===== config.mk =====
export PLATFORM = sky130hd
export DESIGN_NAME = vend_checkout_calc_flat
export DESIGN_NICKNAME = d
export VERILOG_FILES = /design/src/rtl/vend_pkg.sv /design/src/rtl/vend_checkout_calc_if.sv /design/src/rtl/vend_discount_unit.sv /design/src/rtl/vend_checkout_calc.sv /design/src/flat_wrapper.sv
export SDC_FILE = /design/constraint.sdc
export NUM_CORES = 1
export LEC_CHECK = 0
export CORE_MARGIN = 1
export CORE_UTILIZATION = 45
export CTS_CLUSTER_DIAMETER = 50
export DETAILED_ROUTE_END_ITERATION = 8
export GPL_TIMING_DRIVEN = 0
export PLACE_DENSITY = 0.81
export REMOVE_ABC_BUFFERS = 1
export SYNTH_ARGS = -nofsm -noshare
export SYNTH_HDL_FRONTEND = slang
export SYNTH_HIERARCHICAL = 1
export SYNTH_SLANG_ARGS = --single-unit

===== constraint.sdc =====
create_clock -name clk -period 20.9 [get_ports clk]
set_input_delay 5.225 -clock clk [delete_from_list [all_inputs] [get_ports clk]]
set_output_delay 5.225 -clock clk [all_outputs]
set_load 0.005 [all_outputs]

===== src/rtl/vend_pkg.sv =====
// Shared widths, discount defaults and value types for the vending checkout path.
package vend_pkg;

  localparam int unsigned PRICE_W = 8;
  localparam int unsigned QTY_W   = 4;
  localparam int unsigned AMT_W   = 16;

  localparam int unsigned DISC_THRESHOLD = 10;
  localparam int unsigned DISC_PERCENT   = 10;

  typedef logic [PRICE_W-1:0] price_t;
  typedef logic [QTY_W-1:0]   qty_t;
  typedef logic [AMT_W-1:0]   amt_t;

endpackage


===== src/rtl/vend_checkout_calc_if.sv =====
// Product/price/payment inputs and checkout results between the front panel and the calculator.
interface vend_checkout_calc_if;
  import vend_pkg::*;

  logic [2:0] product_id;
  price_t     price0;
  price_t     price1;
  price_t     price2;
  price_t     price3;
  price_t     price4;
  price_t     price5;
  price_t     price6;
  price_t     price7;
  qty_t       quantity;
  amt_t       amount_paid;

  price_t     price;
  amt_t       total_price;
  logic       discount;
  amt_t       discounted_price;
  amt_t       remaining_amount;
  logic       insufficient;

  modport master (
    output product_id, price0, price1, price2, price3, price4, price5, price6, price7,
    output quantity, amount_paid,
    input  price, total_price, discount, discounted_price, remaining_amount, insufficient
  );

  modport slave (
    input  product_id, price0, price1, price2, price3, price4, price5, price6, price7,
    input  quantity, amount_paid,
    output price, total_price, discount, discounted_price, remaining_amount, insufficient
  );

endinterface


===== src/rtl/vend_discount_unit.sv =====
// Combinational bulk-discount stage: threshold compare plus percentage cut off the total.
module vend_discount_unit
  import vend_pkg::*;
#(
  parameter int unsigned DISC_THRESHOLD = vend_pkg::DISC_THRESHOLD,
  parameter int unsigned DISC_PERCENT   = vend_pkg::DISC_PERCENT
) (
  input  qty_t quantity,
  input  amt_t total,
  output logic discount,
  output amt_t discounted
);

  // total * 100 needs 7 bits of headroom above AMT_W
  localparam int unsigned ProdW = AMT_W + 7;

  logic [ProdW-1:0] prod;
  logic [ProdW-1:0] cut;

  always_comb begin
    discount   = 32'(quantity) >= DISC_THRESHOLD;
    prod       = ProdW'(total) * ProdW'(DISC_PERCENT);
    cut        = prod / ProdW'(100);
    discounted = discount ? AMT_W'(ProdW'(total) - cut) : total;
  end

endmodule


===== src/rtl/vend_checkout_calc.sv =====
// Checkout calculator: price select, multiply, bulk discount and change, all registered once.
module vend_checkout_calc
  import vend_pkg::*;
#(
  parameter int unsigned DISC_THRESHOLD = vend_pkg::DISC_THRESHOLD,
  parameter int unsigned DISC_PERCENT   = vend_pkg::DISC_PERCENT
) (
  input logic            clk,
  input logic            reset,
  vend_checkout_calc_if.slave bus
);

  price_t price_d;
  amt_t   total_d;
  logic   discount_d;
  amt_t   discounted_d;
  amt_t   remaining_d;
  logic   insufficient_d;

  always_comb begin
    price_d = '0;
    unique case (bus.product_id)
      3'd0: price_d = bus.price0;
      3'd1: price_d = bus.price1;
      3'd2: price_d = bus.price2;
      3'd3: price_d = bus.price3;
      3'd4: price_d = bus.price4;
      3'd5: price_d = bus.price5;
      3'd6: price_d = bus.price6;
      3'd7: price_d = bus.price7;
      default: price_d = '0;
    endcase
    total_d = AMT_W'(price_d) * AMT_W'(bus.quantity);
  end

  vend_discount_unit #(
    .DISC_THRESHOLD (DISC_THRESHOLD),
    .DISC_PERCENT   (DISC_PERCENT)
  ) u_discount (
    .quantity   (bus.quantity),
    .total      (total_d),
    .discount   (discount_d),
    .discounted (discounted_d)
  );

  always_comb begin
    insufficient_d = bus.amount_paid < discounted_d;
    remaining_d    = insufficient_d ? '0 : bus.amount_paid - discounted_d;
  end

  always_ff @(posedge clk) begin
    if (reset) begin
      bus.price            <= '0;
      bus.total_price      <= '0;
      bus.discount         <= 1'b0;
      bus.discounted_price <= '0;
      bus.remaining_amount <= '0;
      bus.insufficient     <= 1'b0;
    end else begin
      bus.price            <= price_d;
      bus.total_price      <= total_d;
      bus.discount         <= discount_d;
      bus.discounted_price <= discounted_d;
      bus.remaining_amount <= remaining_d;
      bus.insufficient     <= insufficient_d;
    end
  end

endmodule


===== src/flat_wrapper.sv =====
// flat-port wrapper written by rule: the top's interface ports become plain ports
module vend_checkout_calc_flat import vend_pkg::*;
#(
  parameter int unsigned DISC_THRESHOLD = vend_pkg::DISC_THRESHOLD,
  parameter int unsigned DISC_PERCENT   = vend_pkg::DISC_PERCENT
)
  (clk, reset, bus_product_id, bus_price0, bus_price1, bus_price2, bus_price3, bus_price4, bus_price5, bus_price6, bus_price7, bus_quantity, bus_amount_paid, bus_price, bus_total_price, bus_discount, bus_discounted_price, bus_remaining_amount, bus_insufficient);
  vend_checkout_calc_if bus_i ();
  input logic clk;
  input logic reset;
  input wire logic [$bits(bus_i.product_id)-1:0] bus_product_id;
  input wire logic [$bits(bus_i.price0)-1:0] bus_price0;
  input wire logic [$bits(bus_i.price1)-1:0] bus_price1;
  input wire logic [$bits(bus_i.price2)-1:0] bus_price2;
  input wire logic [$bits(bus_i.price3)-1:0] bus_price3;
  input wire logic [$bits(bus_i.price4)-1:0] bus_price4;
  input wire logic [$bits(bus_i.price5)-1:0] bus_price5;
  input wire logic [$bits(bus_i.price6)-1:0] bus_price6;
  input wire logic [$bits(bus_i.price7)-1:0] bus_price7;
  input wire logic [$bits(bus_i.quantity)-1:0] bus_quantity;
  input wire logic [$bits(bus_i.amount_paid)-1:0] bus_amount_paid;
  output wire logic [$bits(bus_i.price)-1:0] bus_price;
  output wire logic [$bits(bus_i.total_price)-1:0] bus_total_price;
  output wire logic [$bits(bus_i.discount)-1:0] bus_discount;
  output wire logic [$bits(bus_i.discounted_price)-1:0] bus_discounted_price;
  output wire logic [$bits(bus_i.remaining_amount)-1:0] bus_remaining_amount;
  output wire logic [$bits(bus_i.insufficient)-1:0] bus_insufficient;
  assign bus_i.product_id = bus_product_id;
  assign bus_i.price0 = bus_price0;
  assign bus_i.price1 = bus_price1;
  assign bus_i.price2 = bus_price2;
  assign bus_i.price3 = bus_price3;
  assign bus_i.price4 = bus_price4;
  assign bus_i.price5 = bus_price5;
  assign bus_i.price6 = bus_price6;
  assign bus_i.price7 = bus_price7;
  assign bus_i.quantity = bus_quantity;
  assign bus_i.amount_paid = bus_amount_paid;
  assign bus_price = bus_i.price;
  assign bus_total_price = bus_i.total_price;
  assign bus_discount = bus_i.discount;
  assign bus_discounted_price = bus_i.discounted_price;
  assign bus_remaining_amount = bus_i.remaining_amount;
  assign bus_insufficient = bus_i.insufficient;
  vend_checkout_calc #(.DISC_THRESHOLD(DISC_THRESHOLD), .DISC_PERCENT(DISC_PERCENT)) u_core (.clk(clk), .reset(reset), .bus(bus_i));
endmodule

# Word level (Yosys, flattened, before mapping)
# Index checks and enable logic that the tools add are counted.
# Widths: inputs -> output; s select.
# word_totals
ff_bits,58
out_inout_bits,58
elab_cells,25
input_bits,89
# classes
reduce_logical,2
addsub,2
n_mul,2
order_cmp,2
muxes,2
n_eq_ne,7
div_mod_pow,1
# ops
op,n
$pmux 8 s8,1
$div 20x7->23 const B,1
$lt 16x16->1,1
$mux 16,1
$sub 12x16->16,1
$sub 16x16->16,1
$mul 12x3->15 const B,1
$eq 3x3->1 const B,4
$mul 8x4->12,1
$eq 3x2->1 const B,2
$ge 4x4->1 const B,1
$eq 3x1->1 const B,1
$logic_not 3->1,1
$reduce_or 2->1,1

# Longest topological paths before layout
# Gate-level depths: netlist of run 1.
# depth
ltp_word,9
ltp_mapped,83
depth_no_buf,74

# Hierarchy
# Netlist of run 1, hierarchy kept.
# by_module_without_submodules
module,cells_per_inst,instances,area_per_inst_um2,seq_area_each_um2
vend_discount_unit,666,1,4843.4,0.0
vend_checkout_calc,434,1,3714.8,1081.0

# Worst setup path before layout of run 1
# Ideal clock, no wire load.
# synth_path
kind,input -> register
from,input port bus_product_id[2]
to,register u_core.bus.remaining_amount[13]
t_arrival_ns,20.775
setup_ns,0.121
required_time_ns,20.779
slack_ns,0.004
stages,74
n_path_buf,5
cell_sequence,buf_1 > mux2_2 > a21oi_1 > nand2_1 > fa_1 > fa_1 > inv_1 > ha_1 > a21oi_1 > o21ai_0 > a21oi_1 > nor2_1 > or4_1 > nand3_1 > ha_1 > ha_1 > buf_2 > and3_1 > [... 38 more ...] > a21o_1 > a21o_1 > a21o_1 > a21o_1 > a21o_1 > a21o_1 > a21o_1 > a21o_1 > a2111oi_0 > xor2_1 > inv_1 > ha_1 > a21o_1 > a31o_2 > a22oi_1 > o41a_4 > nor2b_1 > mux2_2
# synth_via
elab_chain_len,9
word_cells_on_any_way,17
cone_classes,add/sub: 2; mul: 2; div: 1; order compare: 1; eq/ne: 7; mux: 2; reduce/logical: 2
# synth_rtl
element,line_no,rtl
from (decl),flat_wrapper.sv:11,input wire logic [$bits(bus_i.product_id)-1:0] bus_product_id;
$eq 3x3->1 (tied with other cells),vend_checkout_calc.sv:22,unique case (bus.product_id)
$pmux 8 s8 *,vend_checkout_calc.sv:22,
$mul 8x4->12 *,vend_checkout_calc.sv:33,total_d = AMT_W'(price_d) * AMT_W'(bus.quantity);
named net u_core.total_d[11],vend_checkout_calc.sv:14,amt_t total_d;
$mul 12x3->15,vend_discount_unit.sv:22,prod = ProdW'(total) * ProdW'(DISC_PERCENT);
$div 20x7->23,vend_discount_unit.sv:23,cut = prod / ProdW'(100);
$sub 12x16->16 *,vend_discount_unit.sv:24,discounted = discount ? AMT_W'(ProdW'(total) - cut) : total;
$mux 16 *,vend_discount_unit.sv:24,
named net u_core.discounted_d[15],vend_checkout_calc.sv:16,amt_t discounted_d;
$lt 16x16->1 *,vend_checkout_calc.sv:47,insufficient_d = bus.amount_paid < discounted_d;
$reduce_or 2->1 (no line) *,-,
to (signal assigned),vend_checkout_calc.sv:64,bus.remaining_amount <= remaining_d;
to (decl),vend_checkout_calc_if.sv:33,"output price, total_price, discount, discounted_price, remaining_amount, insufficient"
# Mark *: on every way through the listed nets, which the timed path passes. The rest lies on a longest branch.
# A chain may end at the register's enable or synchronous reset.

# Worst setup path after layout of run 1
# layout_path
from,input port bus_price7[4]
to,register u_core.bus.remaining_amount[15]
# layout_via
elab_chain_len,8
word_cells_on_any_way,9
cone_classes,add/sub: 2; mul: 2; div: 1; order compare: 1; mux: 2; reduce/logical: 1
# layout_rtl
element,line_no,rtl
from (decl),flat_wrapper.sv:19,input wire logic [$bits(bus_i.price7)-1:0] bus_price7;
$pmux 8 s8 *,vend_checkout_calc.sv:22,
$mul 8x4->12 *,vend_checkout_calc.sv:33,
named net u_core.total_d[9],vend_checkout_calc.sv:14,
$mul 12x3->15,vend_discount_unit.sv:22,
$div 20x7->23,vend_discount_unit.sv:23,
$sub 12x16->16 *,vend_discount_unit.sv:24,
$mux 16 *,vend_discount_unit.sv:24,
named net u_core.discounted_d[14],vend_checkout_calc.sv:16,
$lt 16x16->1,vend_checkout_calc.sv:47,
$reduce_or 2->1 (no line),-,
# Marks and branches as above.

==> results of run 1 <==
## Yosys cell counts, types with 5 or more instances
library cell	instances	area share
sky130_fd_sc_hd__nor2_1	100	0.044
sky130_fd_sc_hd__nand2_1	73	0.032
sky130_fd_sc_hd__a21o_1	39	0.034
sky130_fd_sc_hd__ha_1	74	0.11
sky130_fd_sc_hd__or3_1	6	0.0044
sky130_fd_sc_hd__xor2_1	18	0.018
sky130_fd_sc_hd__clkbuf_1	15	0.0066
sky130_fd_sc_hd__and3_1	7	0.0051
sky130_fd_sc_hd__a221oi_1	5	0.0051
sky130_fd_sc_hd__nand2b_1	10	0.0073
sky130_fd_sc_hd__o221ai_1	5	0.0051
sky130_fd_sc_hd__a211oi_1	21	0.018
sky130_fd_sc_hd__buf_4	6	0.0053
sky130_fd_sc_hd__nor2b_1	25	0.018
sky130_fd_sc_hd__nor3_1	37	0.022
sky130_fd_sc_hd__o21ai_1	14	0.0082
sky130_fd_sc_hd__a211o_1	5	0.0051
sky130_fd_sc_hd__mux2i_1	16	0.019
sky130_fd_sc_hd__buf_2	16	0.0094
sky130_fd_sc_hd__o211ai_1	17	0.015
sky130_fd_sc_hd__o31ai_1	7	0.0061
sky130_fd_sc_hd__a31oi_1	14	0.010
sky130_fd_sc_hd__dfxtp_1	54	0.13
sky130_fd_sc_hd__a211oi_2	5	0.0073
sky130_fd_sc_hd__o21ai_0	66	0.039
sky130_fd_sc_hd__inv_1	48	0.021
sky130_fd_sc_hd__nand4_1	7	0.0051
sky130_fd_sc_hd__nand3_1	24	0.014
sky130_fd_sc_hd__fa_1	15	0.035
sky130_fd_sc_hd__o211a_1	5	0.0058
sky130_fd_sc_hd__or2_2	7	0.0051
sky130_fd_sc_hd__a22o_1	8	0.0082
sky130_fd_sc_hd__a21oi_1	58	0.034
sky130_fd_sc_hd__a22oi_1	12	0.011
sky130_fd_sc_hd__xnor2_1	37	0.038
sky130_fd_sc_hd__mux2_2	7	0.0092
sky130_fd_sc_hd__and2_1	39	0.029
sky130_fd_sc_hd__a221o_1	6	0.0070
sky130_fd_sc_hd__o22ai_1	15	0.011
sky130_fd_sc_hd__o21a_1	19	0.017
## what timing repair did
action | CTS | global route
pin swaps | 42 | 88
setup buffers | 45 | 34
hold buffers | 0 | 0
gates resized for setup | 122 | 124
setup endpoints to repair | 24 | 17
## flip-flops by register name, indices dropped and copies added (netlist names)
signal	count
u_core/bus.price	8
u_core/bus.insufficient	1
u_core/bus.discount	1
u_core/bus.discounted_price	16
u_core/bus.remaining_amount	16
u_core/bus.total_price	12
## through the flow
step | instances | worst slack (ns) | utilization | setup TNS, ns
3_3_place_gp | 1453 | -2.90 | 0.542 | -49.49
5_1_grt | 1540 | -0.326 | 0.648 | -4.36
6_report | 1540 | -0.00582 | 0.648 | -0.00582
4_1_cts | 1506 | 0.00217 | 0.600 | 0
3_5_place_dp | 1454 | -3.21 | 0.543 | -56.35
2_1_floorplan | 1077 | 0.0698 | - | 0
## final timing paths
path	start	slack, ns	to
max	bus_price7[4]	-0.006	u_core/bus.remaining_amount[15]$_SDFF_PP0_
min	bus_product_id[2]	5.43	u_core/bus.price[3]$_SDFF_PP0_
## placed cells by master (no fill, tap or decap), drive strengths merged, types with 14 or more instances in the layout
| cell | instances |
|---|---|
| clkdlybuf4s50 | 138 |
| nor2 | 104 |
| buf | 83 |
| o21ai | 81 |
| nand2 | 76 |
| ha | 74 |
| a21oi | 62 |
| dfxtp | 54 |
| inv | 48 |
| nor3 | 42 |
| a21o | 40 |
| and2 | 40 |
| xnor2 | 37 |
| a211oi | 28 |
| nor2b | 25 |
| nand3 | 24 |
| conb | 23 |
| o21a | 19 |
| o211ai | 18 |
| xor2 | 18 |
| mux2i | 17 |
| o22ai | 16 |
| fa | 15 |
| a31oi | 14 |
## critical path, delay by kind of cell
| kind | cells | cell delay [ns] |
|---|---|---|
| compound gates | 39 | 8.50 |
| simple gates | 11 | 1.88 |
| xor+xnor | 4 | 0.82 |
| fa+ha+maj | 8 | 2.55 |
| mux | 3 | 1.18 |
| buf+inv | 4 | 0.87 |
## layout make-up
type,instances,area share
clock buffer,5,0.0104
clock inverter,2,0.00124
inverter,48,0.0149
multi-input combinational,975,0.691
sequential,54,0.0895
tap,234,0.0242
timing repair buffer,222,0.169
## metal layers
metal,share of wire,vias up
met3,0.070,122
met2,0.49,604
li1,-,4541
met5,0,-
met4,0.038,0
met1,0.40,4666
## cells by family (layout without fill, tap and decap cells)
kind of cell / count (synthesis) / in the layout
compound gates: 410 / 410
simple gates: 370 / 370
buf+inv: 93 / 277
fa+ha+maj: 90 / 90
xor+xnor: 55 / 55
flops: 54 / 54
mux: 27 / 27
other cells: 1 / 23
==> tab_implementation.tex, run 1 <==
\begin{tabular}{lr}
\hline
Metric & Value \\
\hline
\multicolumn{2}{l}{\textbf{Placement}} \\
\quad Cell area after placement & 0.0101 mm\^{}2 \\
\quad Post-DP HPWL & 18,900 um \\
\quad Port buffer count & 142 \\
\quad Final weighted congestion in routability-driven placement & 0.940 \\
\multicolumn{2}{l}{\textbf{Clocking}} \\
\quad TritonCTS clock tree & done \\
\quad Depth of the CTS H-tree & 2 \\
\quad Root cell of the clock tree & sky130\_fd\_sc\_hd\_\_clkbuf\_16 \\
\quad Clock Pin Slew Worst Setup and Hold Paths & 0.06 ns \\
\quad Total number of clock tree sinks & 54 \\
\quad Longest Clk Path Bufs & 2 \\
\quad Number of buffers inserted during clock tree synthesis & 5 \\
\multicolumn{2}{l}{\textbf{STA}} \\
\quad Highest attainable clock frequency & 0.0478 GHz \\
\quad Final setup margin & -0.00582 ns \\
\quad Worst rel slew slack & 0.122 \\
\quad Number of pins exceeding their max-slew limit in the final report & 0 \\
\quad Worst-margin pin slew & 1.31 ns \\
\quad Fin. Hold Viols & 0 \\
\quad Time the final worst path needs with I/O delays and setup & 20.91 ns \\
\quad Worst hold slack & 5.43 ns \\
\quad Portion of the clock cycle consumed by the worst path in the final layout & 1.00 \\
\quad Number of endpoints failing setup at the final stage & 1 \\
\multicolumn{2}{l}{\textbf{Yosys}} \\
\quad Xor/xnor cell area share of the yosys netlist & 0.0563 \\
\quad Warnings from Yosys & 6 \\
\quad Synthesized instance count & 1,100 \\
\quad Share of flip-flops with an asynchronous set or reset & 0 \\
\quad Dominant register cell in the synthesized netlist & sky130\_fd\_sc\_hd\_\_dfxtp\_1 \\
\quad Number of synthesized register bits & 54 \\
\quad Cell area after synthesis & 0.00856 mm\^{}2 \\
\quad Combinational family with the most area after synthesis & compound AO/OA/AOI/OAI gates \\
\quad Distinct cell type count after synthesis & 113 \\
\quad Fraction of the yosys area taken by sequential cells & 0.126 \\
\quad Average instance area after synthesis & 7.78 um\^{}2 \\
\quad Post-synthesis compound-gate area fraction & 0.363 \\
\quad Post-synthesis share of cell area spent on full adders, half adders and majority gates & 0.144 \\
\quad Simple-gate area share of the yosys netlist & 0.224 \\
\quad EDFF count, synth & 0 \\
\quad Multiplexer share of the synthesized area & 0.0365 \\
\multicolumn{2}{l}{\textbf{Route}} \\
\quad Remaining number of nets flagged by the antenna check after routing & 0 \\
\quad Ratio of routed vias to standard cells & 6.45 \\
\quad Average routed wire per standard cell & 19.3 um \\
\quad Wirelength, routed & 29,700 um \\
\quad Starting DRC count in detailed routing & 897 \\
\quad Remaining routing DRC violations & 0 \\
\quad First-pass iteration count of the detailed router & 5 \\
\quad Total number of vias & 9,933 \\
\multicolumn{2}{l}{\textbf{Global routing}} \\
\quad Met3 track demand over resource & 0.0222 \\
\quad Total global routing track utilization & 0.257 \\
\quad Remaining Overflow, GRT & 0 \\
\quad Met1 capacity usage during global routing & 0.325 \\
\quad Global-route wire length before repair & 42,400 um \\
\quad Top Usage Layer GRT & met2 \\
\quad Met2 Use GR & 0.458 \\
\quad Vias in the first global route & 8,920 \\
\quad Antenna violations before repair & 0 \\
\quad Maximum number of pins on one net before global-route repair & 32 \\
\multicolumn{2}{l}{\textbf{Final layout}} \\
\quad Fraction of layout instances using a drive strength above 1 & 0.247 \\
\quad Final Instance Area & 0.0121 mm\^{}2 \\
\quad Sequential cell area & 0.00108 mm\^{}2 \\
\quad Fillcell total & 1,429 \\
\quad Synthesis-to-layout area growth & 41.1\% \\
\quad Final-stage net count & 1,484 \\
\quad Area used by multi-input combinational logic & 0.00835 mm\^{}2 \\
\quad Antenna Diode Count & 0 \\
\multicolumn{2}{l}{\textbf{Job}} \\
\quad Max cap viols & 0 \\
\multicolumn{2}{l}{\textbf{Floorplanning}} \\
\quad Core outline area & 0.0186 mm\^{}2 \\
\quad Total I/O pin count & 147 \\
\quad Effective utilization at floorplan & 0.459 \\
\quad Site Rows & 50 \\
\quad Y dimension of the die & 140 um \\
\quad Die area & 0.0196 mm\^{}2 \\
\quad Chip width & 140 um \\
\multicolumn{2}{l}{\textbf{Critical path}} \\
\quad Crit path required time & 21.08 ns \\
\quad Worst setup path category & primary input to flip-flop \\
\quad Type of element launching the critical path & primary input \\
\quad Critical path peak fanout & 11 \\
\quad Arrival time of data at the critical path endpoint & 21.08 ns \\
\quad CP peak stage delay & 0.60 ns \\
\quad Endpoint class of the critical path & flip-flop \\
\quad Slowest-stage cell, CP & sky130\_fd\_sc\_hd\_\_fa\_1 \\
\quad Cell type with the highest occurrence count on the critical path & sky130\_fd\_sc\_hd\_\_a21o\_1 \\
\multicolumn{2}{l}{\textbf{Min path}} \\
\quad Cell count of the worst hold path & 3 \\
\quad Worst min path class & primary input to flip-flop \\
\multicolumn{2}{l}{\textbf{Status}} \\
\quad Result of the run & finished, violations left \\
\quad Violated checks & setup timing \\
\hline
\end{tabular}
Power of run 1 is not shown: default switching activity piles up to over one toggle a cycle in this logic, so the estimate is an artifact.
==> run 2, diff against run 1 <==
--- a/config.mk
+++ b/config.mk
@@ -7,6 +7,7 @@
 export LEC_CHECK = 0
 export CORE_MARGIN = 1
 export CORE_UTILIZATION = 45
+export CTS_BUF_LIST = sky130_fd_sc_hd__clkbuf_4 sky130_fd_sc_hd__clkbuf_8
 export CTS_CLUSTER_DIAMETER = 50
 export DETAILED_ROUTE_END_ITERATION = 8
 export GPL_TIMING_DRIVEN = 0
==> run 2 against run 1 <==
Net effect: the run now ends clean; clock-buffer cell count stayed put; final cell count up 0.78%; setup slack better by 0.050 ns; die area stayed put; hold slack worse by 0.024 ns; critical path depth rose by 1; sequential cell count unchanged; routed wire length rose by 1.4%; first-iteration DRC count shrank 0.11%; non-clock buffer count is 12 higher; critical endpoint unchanged.
==> tab_implementation.tex, run 2 (synthesis results as in run 1) <==
\begin{tabular}{lr}
\hline
Metric & Value \\
\hline
\multicolumn{2}{l}{\textbf{Route}} \\
\quad Average routed wire per standard cell & 19.4 um \\
\quad Total number of vias & 10,007 \\
\quad Remaining routing DRC violations & 0 \\
\quad Ratio of routed vias to standard cells & 6.45 \\
\quad Starting DRC count in detailed routing & 896 \\
\quad Wirelength, routed & 30,100 um \\
\quad Remaining number of nets flagged by the antenna check after routing & 0 \\
\quad First-pass iteration count of the detailed router & 8 \\
\multicolumn{2}{l}{\textbf{Clocking}} \\
\quad Hold-fix buffers at CTS & 0 \\
\quad Root cell of the clock tree & sky130\_fd\_sc\_hd\_\_clkbuf\_8 \\
\quad Longest Clk Path Bufs & 2 \\
\quad Total number of clock tree sinks & 54 \\
\quad Clock Pin Slew Worst Setup and Hold Paths & 0.09 ns \\
\quad TritonCTS clock tree & done \\
\quad Number of buffers inserted during clock tree synthesis & 5 \\
\quad Depth of the CTS H-tree & 2 \\
\multicolumn{2}{l}{\textbf{Floorplanning}} \\
\quad Total I/O pin count & 147 \\
\quad Core outline area & 0.0186 mm\^{}2 \\
\quad Die area & 0.0196 mm\^{}2 \\
\quad Effective utilization at floorplan & 0.459 \\
\quad Chip width & 140 um \\
\quad Y dimension of the die & 140 um \\
\quad Site Rows & 50 \\
\multicolumn{2}{l}{\textbf{Critical path}} \\
\quad Crit path required time & 21.10 ns \\
\quad Worst setup path category & primary input to flip-flop \\
\quad Slowest-stage cell, CP & sky130\_fd\_sc\_hd\_\_fa\_1 \\
\quad Worst Setup EP & u\_core/bus.remaining\_amount[15]\$\_SDFF\_PP0\_ \\
\quad Type of element launching the critical path & primary input \\
\quad CP peak stage delay & 0.56 ns \\
\quad Crit path from & bus\_price2[2] \\
\quad Critical path peak fanout & 6 \\
\quad Cell type with the highest occurrence count on the critical path & sky130\_fd\_sc\_hd\_\_a21o\_1 \\
\quad Arrival time of data at the critical path endpoint & 21.05 ns \\
\quad Endpoint class of the critical path & flip-flop \\
\multicolumn{2}{l}{\textbf{Global routing}} \\
\quad Met1 capacity usage during global routing & 0.331 \\
\quad Global-route wire length before repair & 42,400 um \\
\quad Top Usage Layer GRT & met2 \\
\quad Maximum number of pins on one net before global-route repair & 32 \\
\quad Antenna violations before repair & 0 \\
\quad Total global routing track utilization & 0.256 \\
\quad Met2 Use GR & 0.451 \\
\quad Vias in the first global route & 8,799 \\
\quad Met3 track demand over resource & 0.0215 \\
\quad Remaining Overflow, GRT & 0 \\
\multicolumn{2}{l}{\textbf{STA}} \\
\quad Number of endpoints failing setup at the final stage & 0 \\
\quad Highest attainable clock frequency & 0.0479 GHz \\
\quad Fin. Hold Viols & 0 \\
\quad Time the final worst path needs with I/O delays and setup & 20.86 ns \\
\quad Portion of the clock cycle consumed by the worst path in the final layout & 0.998 \\
\quad Setup Total Neg Slack & 0 ns \\
\quad Number of pins exceeding their max-slew limit in the final report & 0 \\
\quad Worst-margin pin slew & 1.29 ns \\
\quad Worst rel slew slack & 0.140 \\
\quad Final setup margin & 0.0445 ns \\
\multicolumn{2}{l}{\textbf{Placement}} \\
\quad Port buffer count & 142 \\
\quad Worst setup slack before clock tree synthesis & -3.21 ns \\
\quad Post-DP HPWL & 18,900 um \\
\quad Cell area after placement & 0.0101 mm\^{}2 \\
\quad Final weighted congestion in routability-driven placement & 0.940 \\
\multicolumn{2}{l}{\textbf{Final layout}} \\
\quad Final Instance Area & 0.0121 mm\^{}2 \\
\quad Fillcell total & 1,415 \\
\quad Most frequent standard cell in the layout excluding fill and tap cells & sky130\_fd\_sc\_hd\_\_clkdlybuf4s50\_1 \\
\quad Final-stage net count & 1,496 \\
\quad Antenna Diode Count & 0 \\
\quad Commonest cells after routing, fill and taps aside & sky130\_fd\_sc\_hd\_\_clkdlybuf4s50\_1 (138), sky130\_fd\_sc\_hd\_\_nor2\_1 (90), sky130\_fd\_sc\_hd\_\_buf\_4 (89) \\
\quad Biggest registers after layout & u\_core/bus.discounted\_price: 16 flops, u\_core/bus.remaining\_amount: 16 flops, u\_core/bus.total\_price: 12 flops \\
\quad Synthesis-to-layout area growth & 41.5\% \\
\quad Fraction of layout instances using a drive strength above 1 & 0.249 \\
\multicolumn{2}{l}{\textbf{Min path}} \\
\quad Worst min path class & primary input to flip-flop \\
\quad Hold\_sp & bus\_product\_id[2] \\
\quad Cell count of the worst hold path & 3 \\
\multicolumn{2}{l}{\textbf{Job}} \\
\quad Max cap viols & 0 \\
\multicolumn{2}{l}{\textbf{Status}} \\
\quad Result of the run & finished clean \\
\hline
\end{tabular}
[run 2: critical path: cells and delay by family]
family	cells	cell delay (ns)
AO/OA/AOI/OAI	38	8.38
buffers and inverters	6	1.04
multiplexers	2	0.65
XOR/XNOR	4	0.79
adder cells (fa/ha/maj)	7	2.57
AND/OR/NAND/NOR	13	2.33
[run 2: layout make-up]
cell class	count	area, um^2	area share
inverter	48	180	0.0149
clock buffer	5	68.8	0.00568
tap	234	293	0.0242
clock inverter	2	15.0	0.00124
sequential	54	1080	0.0893
timing repair buffer	234	2140	0.177
multi-input combinational	975	8330	0.688
[run 2: timing repair]
action                                  4_1_cts  5_1_grt
buffers inserted                             44       47
pin swaps                                    33       92
resized for setup                           106      136
cloned                                        0        0
endpoints found under the setup margin       24       17
[run 2: per-layer routing]
layer,share of wire,up-vias
li1,-,4576
met1,0.39,4670
met2,0.49,621
met3,0.076,140
met4,0.042,0
met5,0,-
[run 2: how the worst min path moves through the flow]
stage	to	slack [ns]
global route	u_core/bus.price[3]$_SDFF_PP0_	5.40
detailed placement	u_core/bus.price[3]$_SDFF_PP0_	5.87
CTS	u_core/bus.price[3]$_SDFF_PP0_	5.46
global placement	u_core/bus.price[3]$_SDFF_PP0_	5.87
floorplan	u_core/bus.discounted_price[10]$_SDFF_PP0_	5.29
finish	u_core/bus.price[3]$_SDFF_PP0_	5.41
[run 2: stage by stage]
step / std cells / hold slack (ns) / util
detailed placement: 1454 / 5.87 / 0.543
finish: 1552 / 5.41 / 0.649
global route: 1552 / 5.40 / 0.649
CTS: 1505 / 5.46 / 0.592
floorplan: 1077 / 5.29 / -
global placement: 1453 / 5.87 / 0.542
Power of run 2 is left out for the same reason.
